**src/rtl/q_dot_acc.sv**
```systemverilog
// q_dot_acc: sequential fixed-point dot-product accumulator.
// Streams (a, b) pairs over valid/ready, multiplies each pair through q_mul,
// and sums the products in a widened accumulator. One result is emitted per
// vector, closed either by in_last or by reaching MAX_LEN beats.
// FIXED_WIDTH and SCALE_FACTOR normally come from include.vh; the defaults
// below apply when that header has not already defined them.
// Optional feature macro: Q_ACC_SAT_EN. When defined, the result is clamped to
// the FIXED_WIDTH signed range and out_ovf flags the clamp. When undefined,
// the result wraps and out_ovf is tied to 0.

`ifndef FIXED_WIDTH
`define FIXED_WIDTH 16
`endif
`ifndef SCALE_FACTOR
`define SCALE_FACTOR 256
`endif

// q_mul: combinational signed Q-format multiply. The full product is shifted
// right by the fraction width and truncated back to W bits.
module q_mul #(
  parameter int W    = 16,
  parameter int FRAC = 8
) (
  input  logic signed [W-1:0] a,
  input  logic signed [W-1:0] b,
  output logic signed [W-1:0] y
);
  logic signed [2*W-1:0] full;

  // Full-precision product, then rescale back to the Q format.
  always_comb begin
    full = a * b;
    y    = W'(full >>> FRAC);
  end
endmodule

module q_dot_acc #(
  parameter int ACC_GUARD = 8,
  parameter int MAX_LEN   = 256
) (
  input  logic                            clk,
  input  logic                            rst,
  input  logic                            in_valid,
  output logic                            in_ready,
  input  logic signed [`FIXED_WIDTH-1:0]  in_a,
  input  logic signed [`FIXED_WIDTH-1:0]  in_b,
  input  logic                            in_last,
  output logic                            out_valid,
  input  logic                            out_ready,
  output logic [`FIXED_WIDTH-1:0]         out_data,
  output logic [$clog2(MAX_LEN+1)-1:0]    out_count,
  output logic                            out_ovf,
  output logic                            out_len_err
);
  localparam int W     = `FIXED_WIDTH;
  localparam int FRAC  = $clog2(`SCALE_FACTOR);
  localparam int ACC_W = W + ACC_GUARD;
  localparam int CW    = $clog2(MAX_LEN + 1);

  // The guard bits must cover MAX_LEN worst-case products so acc never wraps.
  if (MAX_LEN > (2 ** ACC_GUARD)) begin : g_len_check
    $error("q_dot_acc: MAX_LEN must not exceed 2**ACC_GUARD");
  end
  if (MAX_LEN < 1) begin : g_len_min_check
    $error("q_dot_acc: MAX_LEN must be at least 1");
  end

  // Handshake semantics: a beat transfers on a rising edge where
  // in_valid && in_ready; a result transfers where out_valid && out_ready.
  // in_ready and out_valid depend only on the FSM state, never on the
  // partner's valid/ready in the same cycle.

  typedef enum logic [1:0] {
    IDLE   = 2'd0,
    ACCUM  = 2'd1,
    OUTPUT = 2'd2
  } state_t;

  // state is kept as a plainly named register so checkers can bind to it.
  state_t state;
  state_t state_next;

  logic signed [ACC_W-1:0] acc;
  logic signed [ACC_W-1:0] sum_next;
  logic [CW-1:0]           count;
  logic [CW-1:0]           count_next;
  logic signed [W-1:0]     prod;
  logic                    beat;
  logic                    close;
  logic                    handshake;
  logic [W-1:0]            data_res;

  q_mul #(.W(W), .FRAC(FRAC)) u_mul (
    .a (in_a),
    .b (in_b),
    .y (prod)
  );

  assign in_ready   = (state != OUTPUT);
  assign out_valid  = (state == OUTPUT);
  assign beat       = in_valid && in_ready;
  assign handshake  = out_valid && out_ready;
  assign sum_next   = acc + {{ACC_GUARD{prod[W-1]}}, prod};
  assign count_next = count + CW'(1);
  // The MAX_LEN-th beat closes the vector even without in_last.
  assign close      = beat && (in_last || (count_next == CW'(MAX_LEN)));

`ifdef Q_ACC_SAT_EN
  localparam logic signed [ACC_W-1:0] SAT_MAX = {{(ACC_GUARD+1){1'b0}}, {(W-1){1'b1}}};
  localparam logic signed [ACC_W-1:0] SAT_MIN = {{(ACC_GUARD+1){1'b1}}, {(W-1){1'b0}}};
  logic ovf_res;

  // Clamp the widened sum into the signed FIXED_WIDTH range.
  always_comb begin
    data_res = sum_next[W-1:0];
    ovf_res  = 1'b0;
    if (sum_next > SAT_MAX) begin
      data_res = {1'b0, {(W-1){1'b1}}};
      ovf_res  = 1'b1;
    end else if (sum_next < SAT_MIN) begin
      data_res = {1'b1, {(W-1){1'b0}}};
      ovf_res  = 1'b1;
    end
  end

  // Overflow flag is captured alongside the result on vector close.
  always_ff @(posedge clk) begin
    if (rst) begin
      out_ovf <= 1'b0;
    end else if (close) begin
      out_ovf <= ovf_res;
    end
  end
`else
  assign data_res = sum_next[W-1:0];
  assign out_ovf  = 1'b0;
`endif

  // State register.
  always_ff @(posedge clk) begin
    if (rst) begin
      state <= IDLE;
    end else begin
      state <= state_next;
    end
  end

  // Next-state logic: accumulate until close, hold result until taken.
  always_comb begin
    state_next = state;
    case (state)
      IDLE, ACCUM: begin
        if (close) begin
          state_next = OUTPUT;
        end else if (beat) begin
          state_next = ACCUM;
        end
      end
      OUTPUT: begin
        if (handshake) begin
          state_next = IDLE;
        end
      end
      default: state_next = IDLE;
    endcase
  end

  // Accumulator, beat counter and registered result fields.
  always_ff @(posedge clk) begin
    if (rst) begin
      acc         <= '0;
      count       <= '0;
      out_data    <= '0;
      out_count   <= '0;
      out_len_err <= 1'b0;
    end else begin
      if (handshake) begin
        acc   <= '0;
        count <= '0;
      end else if (beat) begin
        acc   <= sum_next;
        count <= count_next;
      end
      if (close) begin
        out_data    <= data_res;
        out_count   <= count_next;
        out_len_err <= !in_last;
      end
    end
  end
endmodule

```
**config.mk**
```make
export PLATFORM = sky130hd
export DESIGN_NAME = q_dot_acc
export DESIGN_NICKNAME = d
export VERILOG_FILES = /design/src/rtl/q_dot_acc.sv
export SDC_FILE = /design/constraint.sdc
export NUM_CORES = 1
export LEC_CHECK = 0
export ABC_AREA = 0
export CAP_MARGIN = 20
export CORE_AREA = 2 2 142 144
export CTS_BUF_LIST = sky130_fd_sc_hd__clkbuf_4 sky130_fd_sc_hd__clkbuf_8
export DETAILED_ROUTE_END_ITERATION = 10
export DIE_AREA = 0 0 144 146
export PLACE_DENSITY_LB_ADDON = 0.15
export SLEW_MARGIN = 20
export SYNTH_ARGS = -nofsm -noshare
export SYNTH_HDL_FRONTEND = slang
export SYNTH_SLANG_ARGS = --single-unit
```
**constraint.sdc**
```tcl
create_clock -name clk -period 11.2 [get_ports clk]
set_input_delay 2.8 -clock clk [delete_from_list [all_inputs] [get_ports clk]]
set_output_delay 2.8 -clock clk [all_outputs]
set_load 0.02 [all_outputs]
```
==> out/metrics.yaml <==
io_buffers: 64
synthesis.area_um2: 10100
cts_buffers: 5
max_slew_margin_pct: 35.7
rows: 51
critPathLaunchType: "input port"
period_minus_slack_ns: 10.36
grt_pass1_wl_um: 39300
grt_use_total_pct: 23.4
grt-ovfl-total: 0
clock_latency_ns: 0.32
synth_edf_count: 0
post_cts_buffers: 0
criticalPathCategory: "input port to register"
grt_max_degree: 34
fin_util_pct: 57.7
cts_sinks: 53
synth_xor_area_share_pct: 5.67
hold_viol: 0
rsz0062_at_grt: "no"
core_um2: 19300
synthAdderAreaFrac_pct: 47.9
antenna_left: 0
end_kind: "register"
drv_slew: 0
syn_nets: 1478
yosys.area.top_type: "fa_1"
grt_pass1_vias: 7831
async_flop_share_pct: 0
root_buffer: "clkbuf_8"
worst_pin_slew_ns: 0.965
avgSynthCellArea_um2: 8.67
wl_per_cell_um: 15.5
start_util_pct: 52.3
hold_buffers: 0
tns_ns: 0
synthSimpleGateAreaFrac_pct: 17.6
syn_to_final_growth_pct: 10.3
synth_area_leaders: "fa_1, ha_1, dfxtp_1, inv_1, and2_1"
fin_skew_ns: 0.00740
drive_gt1_share_pct: 3.22
clk_path_buf_depth: 2
first_pass_iters: 4
synth.most_common_cell: "inv_1"
viasPerCell: 5.00
via_count: 7372
cts-resized-gates: 0
synth-compound-area-share_pct: 5.74
pre_cts_ws_ns: 0.535
die_w_um: 144
setup_viol: 0
antenna_cells: 0
ys_ff_latch: 53
nNetsFinal: 1521
synth_top_family_by_area: "adder cells"
crit_arrival_ns: 10.57
fillers: 1826
synth.area.mux_share_pct: 1.48
htree_levels: 2
hpwl_um: 18900
synth_top_area_share_pct: 37.0
drt_wl_total_um: 22900
ys_top_cells_by_count: "inv_1, fa_1, nand2_1, and2_1, ha_1"
routabilityCongestion: 0.852
hp-class: "register to register"
synth_warnings: 0
drtIter0Drc: 354
required_ns: 11.41
syn_inst: 1166
cts_tree: "built"
die_area_um2: 21000
fin_crit_sh_pct: 92.5
die_height_um: 146
clk_pin_slew_ns: 0.10
worst_path_max_delay_cell: "clkdlybuf4s50_1"
grt_antenna_before_repair: 0
crit_fanout: 16
yosysSeqAreaShare_pct: 10.5
ioPinCount: 66
status: "finished, final reports clean"
rrSetupSlack_ns: 8.12
fmax_mhz: 96.5
drc: 0
synth_cell_types: 47
maxCapViolCount: 0
crit_path_max_incr_delay_ns: 0.74
timing.final.ws_setup_ns: 0.839
yosys_most_used_dff: "dfxtp_1"
## cells in the final DEF, fill, tap and decap left out, types with 4 or more instances in the layout
master             n
nand2_1          155
a211oi_1          11
o21ai_0           11
and2_1           106
nand3_1            9
inv_1            245
clkdlybuf4s50_1   64
o211ai_1           4
xnor2_1           39
fa_1             187
dfxtp_1           53
a31oi_1            6
buf_4             21
o21a_1             7
ha_1              88
a21o_1             5
a21oi_1           32
clkbuf_8           5
nand2b_1           7
nor2_1            65
nand4_1            5
or3_1              6
nor3_1             8
mux2i_1           15
xor2_1            22
## final cells by class
cell class	instances	area, um2	area share, %
multi-input cells	819	7930	71.1
clock inverters	3	50.0	0.449
repair buffers	85	798	7.15
flip-flops and latches	53	1060	9.51
clock buffers	5	68.8	0.617
well taps	265	332	2.97
inverters	245	920	8.24
## registers in the layout (all words and copies together) (netlist names)
| name | count |
|---|---|
| out_len_err | 1 |
| count | 9 |
| out_data | 16 |
| state | 2 |
| acc | 16 |
| out_count | 9 |
## kinds of logic (layout without fill, tap and decap cells)
family	count (synthesis)	count (layout)
xor gates and xnor gates	63	63
muxes	15	15
other	1	1
adders and majority gates	275	275
DFF	53	53
buffers and inverters	294	338
and+or+nand+nor	374	374
AOI/OAI and AO/OA	91	91
## worst max-delay path: cells and delay by family
| family | cells | cell delay [ns] |
|---|---|---|
| XOR/XNOR | 2 | 0.35 |
| adder cells (fa/ha/maj) | 8 | 2.96 |
| multiplexers | 1 | 0.14 |
| AO/OA/AOI/OAI | 9 | 2.07 |
| buffers and inverters | 5 | 0.94 |
| AND/OR/NAND/NOR | 5 | 1.29 |
## routing by layer
layer  vias up  part of all wire (%)  track usage [%]
li1       3567                     -                -
met1      3632                    47             34.7
met2       148                    46             36.7
met3        25                   5.6             3.88
met4         0                   1.2             3.87
met5         -                     0                0
## path summary, 6_finish.rpt
kind	start	endpoint	cells after the start
min reg2reg	state[1]$_SDFFE_PP0P_	state[0]$_SDFFE_PP0P_	1
max reg2reg	acc[0]$_SDFFE_PP0P_	out_data[14]$_SDFFE_PP0P_	11
max	in_b[4]	out_data[14]$_SDFFE_PP0P_	30
min	state[1]$_SDFFE_PP0P_	state[0]$_SDFFE_PP0P_	1
## through the flow
step | hold slack (ns) | instances | cell area (um2)
2_1_floorplan | 0.424 | 1166 | 10100
3_3_place_gp | 0.444 | 1467 | 11000
3_5_place_dp | 0.441 | 1467 | 11000
4_1_cts | 0.457 | 1475 | 11200
5_1_grt | 0.480 | 1475 | 11200
6_report | 0.458 | 1475 | 11200
Power is not shown: default switching activity piles up to over one toggle a cycle in this logic, so the estimate is an artifact.
